--- config.mk ---
export PLATFORM = sky130hd
export DESIGN_NAME = dispatch4way_ctrl
export DESIGN_NICKNAME = d
export VERILOG_FILES = /design/src/rtl/dispatch4way_ctrl.sv
export SDC_FILE = /design/constraint.sdc
export NUM_CORES = 1
export LEC_CHECK = 0
export BUFFER_PORTS_ARGS = -buffer_cell sky130_fd_sc_hd__buf_2
export CAP_MARGIN = 0
export CORE_UTILIZATION = 52
export CTS_CLUSTER_DIAMETER = 150
export CTS_CLUSTER_SIZE = 25
export DETAILED_ROUTE_END_ITERATION = 6
export PLACE_DENSITY = 0.82
export SYNTH_ARGS = -nofsm -noshare
export SYNTH_HDL_FRONTEND = slang
export SYNTH_SLANG_ARGS = --single-unit
export TNS_END_PERCENT = 1
--- constraint.sdc ---
create_clock -name clk -period 4.9 [get_ports clk]
set_input_delay 0.49 -clock clk [delete_from_list [all_inputs] [get_ports clk]]
set_output_delay 0.49 -clock clk [all_outputs]
set_load 0.05 [all_outputs]
--- src/rtl/dispatch4way_ctrl.sv ---
// 1-to-4 registered dispatcher with a one-entry slot per channel, 1-cycle accept-to-valid latency.
// in_ready drops only when the target slot is full and its consumer is not draining it this cycle.
module dispatch4way_ctrl #(
  parameter int WIDTH = 16,
  parameter int CNT_W = 8
) (
  input  logic               clk,
  input  logic               reset,
  input  logic               in_valid,
  output logic               in_ready,
  input  logic [WIDTH-1:0]   in_data,
  input  logic [1:0]         in_sel,
  input  logic               rr_mode,
  output logic [3:0]         out_valid,
  input  logic [3:0]         out_ready,
  output logic [4*WIDTH-1:0] out_data,
  output logic [1:0]         rr_ptr,
  output logic [4*CNT_W-1:0] cnt
);
  typedef enum logic {EMPTY = 1'b0, FULL = 1'b1} slot_state_t;

  slot_state_t      state      [4];
  slot_state_t      state_next [4];
  logic [WIDTH-1:0] slot_dat   [4];
  logic [CNT_W-1:0] cnt_q      [4];
  logic [1:0]       target;
  logic             accept;
  logic [3:0]       load;
  logic [3:0]       drain;

  assign target   = rr_mode ? rr_ptr : in_sel;
  // A full target still accepts when its consumer drains in the same cycle.
  assign in_ready = !reset && ((state[target] == EMPTY) || out_ready[target]);
  assign accept   = in_valid && in_ready;

  always_comb begin
    load  = '0;
    drain = '0;
    for (int i = 0; i < 4; i++) begin
      state_next[i] = state[i];
      load[i]       = accept && (target == 2'(i));
      drain[i]      = (state[i] == FULL) && out_ready[i];
      case (state[i])
        EMPTY: if (load[i]) state_next[i] = FULL;
        FULL:  if (drain[i] && !load[i]) state_next[i] = EMPTY;
      endcase
    end
  end

  always_ff @(posedge clk or posedge reset) begin
    if (reset) begin
      rr_ptr <= '0;
      for (int i = 0; i < 4; i++) begin
        state[i]    <= EMPTY;
        slot_dat[i] <= '0;
        cnt_q[i]    <= '0;
      end
    end else begin
      if (accept && rr_mode) rr_ptr <= rr_ptr + 2'd1;
      for (int i = 0; i < 4; i++) begin
        state[i] <= state_next[i];
        if (load[i])  slot_dat[i] <= in_data;
        if (drain[i]) cnt_q[i]    <= cnt_q[i] + CNT_W'(1);
      end
    end
  end

  for (genvar g = 0; g < 4; g++) begin : g_ch
    assign out_valid[g]               = (state[g] == FULL);
    assign out_data[g*WIDTH +: WIDTH] = (state[g] == FULL) ? slot_dat[g] : '0;
    assign cnt[g*CNT_W +: CNT_W]      = cnt_q[g];
  end
endmodule
==> flow_metrics.tcl <==
set metrics [dict create \
    vias_per_cell 5.31 \
    path_max_fanout 20 \
    ctsLongestPathBuffers 2 \
    fp.dieW_um 95.5 \
    syn_inst 352 \
    final_nets 513 \
    yosysMostFrequentCell "dfrtp_1" \
    drt_pre_antenna_iters 4 \
    worstPathArrival_ns 2.16 \
    cts_tree "built" \
    synth_async_sr_flop_share_pct 100 \
    antenna_found_initial 0 \
    io_pins 129 \
    cts_resized 0 \
    drive_gt1_share_pct 46.3 \
    tightest_slew_ns 1.11 \
    grt_start_max_net_pins 53 \
    status "completed" \
    fin_tns_setup_ns 0 \
    stdcell_area_mm2 0.00550 \
    post-route-period-util_pct 54.2 \
    hp-class "in2async" \
    syn_area_mm2 0.00455 \
    start_kind "register" \
    synth_largest_area_cell "dfrtp_1" \
    wl_per_cell_um 16.4 \
    initial_core_util_pct 54.5 \
    drc 0 \
    drv_slew 0 \
    final_core_util_pct 66.0 \
    die_area_mm2 0.00912 \
    ys.warnings.count 0 \
    cp-end-kind "output port" \
    dp_hpwl_mm 6.94 \
    insertion_delay_ns 0.35 \
    synthFlopType "dfrtp_1" \
    core_mm2 0.00834 \
    place_congestion 0.811 \
    cts.hold.buffers_added 0 \
    post-cts-setup-buffer-count 0 \
    synthTopCellsByCount "dfrtp_1, mux2_2, and2_1" \
    cp_common_cell "mux2i_1" \
    dpl-instance-area_mm2 0.00528 \
    reg2reg_depth 3 \
    vias 3147 \
    clock.fmax_mhz 377 \
    crit_path_top_delay_cell "dfrtp_1" \
    crit_family "flip-flops" \
    yosysUniqueCellTypes 31 \
    critPathKind "reg2out" \
    p_per_area_mw_per_mm2 563 \
    htree_num_levels 3 \
    ys_seq_area_share_pct 56.2 \
    fin_crit_ns 2.65 \
    die-height_um 95.5 \
    p_leak_nw 2.78 \
    slew_headroom_pct 25.6 \
    dr.first_iter.drc_count 77 \
    yosys-top-cells-area "dfrtp_1, mux2_2, and2_1" \
    worst-path-buf-inv 1 \
    max-cap-violations 0 \
    drt-total-wl_mm 9.71 \
    cts.clk_slew.worst_paths_ns 0.10 \
    clkSinkCount 102 \
    max_stage_delay_ns 0.75 \
    critPathLaunch "out_valid[3]" \
    hold_violations 0 \
    rows 33 \
    avgSynthCellArea_um2 12.9 \
    grt_usage_pct 22.4 \
    portBuffers 128 \
    crit_chain "nor2b_1, mux2i_1, mux2i_1, nor2_1, buf_2" \
    num-fill-cells 664 \
    grt_pass1_vias 3156 \
    r2r_start "out_valid[1]" \
    numCtsBuffers 9 \
    synth_top_area_share_pct 56.2 \
    antenna_cells 0 \
    ys_seq_elements 102 \
    synth_edf_count 0 \
    antenna_left 0 \
    area.growth.synth_to_final_pct 21.0 \
    vdd_drop_max_mv 0.301 \
    syn_nets 382 \
    clockRootBuffer "clkbuf_8" \
    grt_remaining_overflow 0 \
    path_depth 5 \
    rsz0062_at_grt "no" \
    cp.required_ns 4.41 \
    setup-violations-final 0 \
    grt_pass1_wl_mm 15.3 \
    fin_skew_ns 0.00631 \
]
stage by stage:
| stage | std cells | total power [mW] | worst slack, ns | hold slack, ns |
|---|---|---|---|---|
| 2_1_floorplan | 352 | 2.25 | 1.73 | 0.470 |
| 3_3_place_gp | 577 | 2.48 | 2.43 | 0.457 |
| 3_5_place_dp | 577 | 2.54 | 2.35 | 0.457 |
| 4_1_cts | 593 | 3.12 | 2.19 | 0.243 |
| 5_1_grt | 593 | 3.26 | 2.06 | 0.278 |
| 6_report | 593 | 3.10 | 2.25 | 0.231 |
placed cells by master (no fill, tap or decap), drive strengths merged, types with 6 or more instances in the layout:
master | Yosys | layout
buf | 4 | 130
dfrtp | 102 | 102
mux2 | 70 | 70
and2 | 65 | 65
xnor2 | 22 | 22
nand2 | 15 | 15
nand3 | 13 | 13
nor2 | 12 | 12
clkbuf | 6 | 9
xor2 | 6 | 6
nand4 | 6 | 6
sequential cells by signal, indices dropped and copies added (netlist names):
signal / flops
rr_ptr: 2
cnt: 32
slot_dat: 64
out_valid: 4
path summary, 6_finish.rpt:
| kind | endpoint | slack [ns] |
|---|---|---|
| max | in_ready | 2.25 |
| min | cnt[7] | 0.23 |
| max reg2reg | slot_dat[36] | 2.61 |
| min reg2reg | cnt[15] | 0.47 |
| max in group asynchronous | slot_dat[60] | 3.58 |
| min in group clk | slot_dat[27] | 0.41 |
power by group:
| group | leakage, nW | internal (mW) | switching [mW] | total (mW) |
|---|---|---|---|---|
| Combinational | 1.41 | 0.410 | 0.713 | 1.12 |
| Sequential | 1.26 | 1.17 | 0.228 | 1.40 |
| Clock | 0.106 | 0.289 | 0.289 | 0.578 |
| Total | 2.78 | 1.87 | 1.23 | 3.10 |
cell type report:
class,count,area [µm²],area share [%]
clock inverter,7,97.6,1.77
multi-input combinational,236,1920,35.0
clock buffer,9,124,2.25
inverter,4,17.5,0.318
tap,105,131,2.39
sequential,102,2550,46.4
timing repair buffer,130,656,11.9
metal layers:
layer / part of all wire (%) / vias up / GRT usage, % / wire [µm]
met1: 44 / 1589 / 28.0 / 4280
met3: 5.3 / 13 / 5.10 / 513
met4: 1.4 / 0 / 7.21 / 133
li1: - / 1454 / - / -
met5: 0 / - / 0 / 0
met2: 49 / 91 / 38.3 / 4780
logic make-up after synthesis:
group,share of synthesized area [%]
multiplexers,18.6
flip-flops,56.2
AO/OA/AOI/OAI,0.605
XOR/XNOR,5.39
AND/OR/NAND/NOR,16.6
adder cells (fa/ha/maj),1.10
buffers and inverters,1.54
No activity file was read; power rests on OpenSTA's default activity.
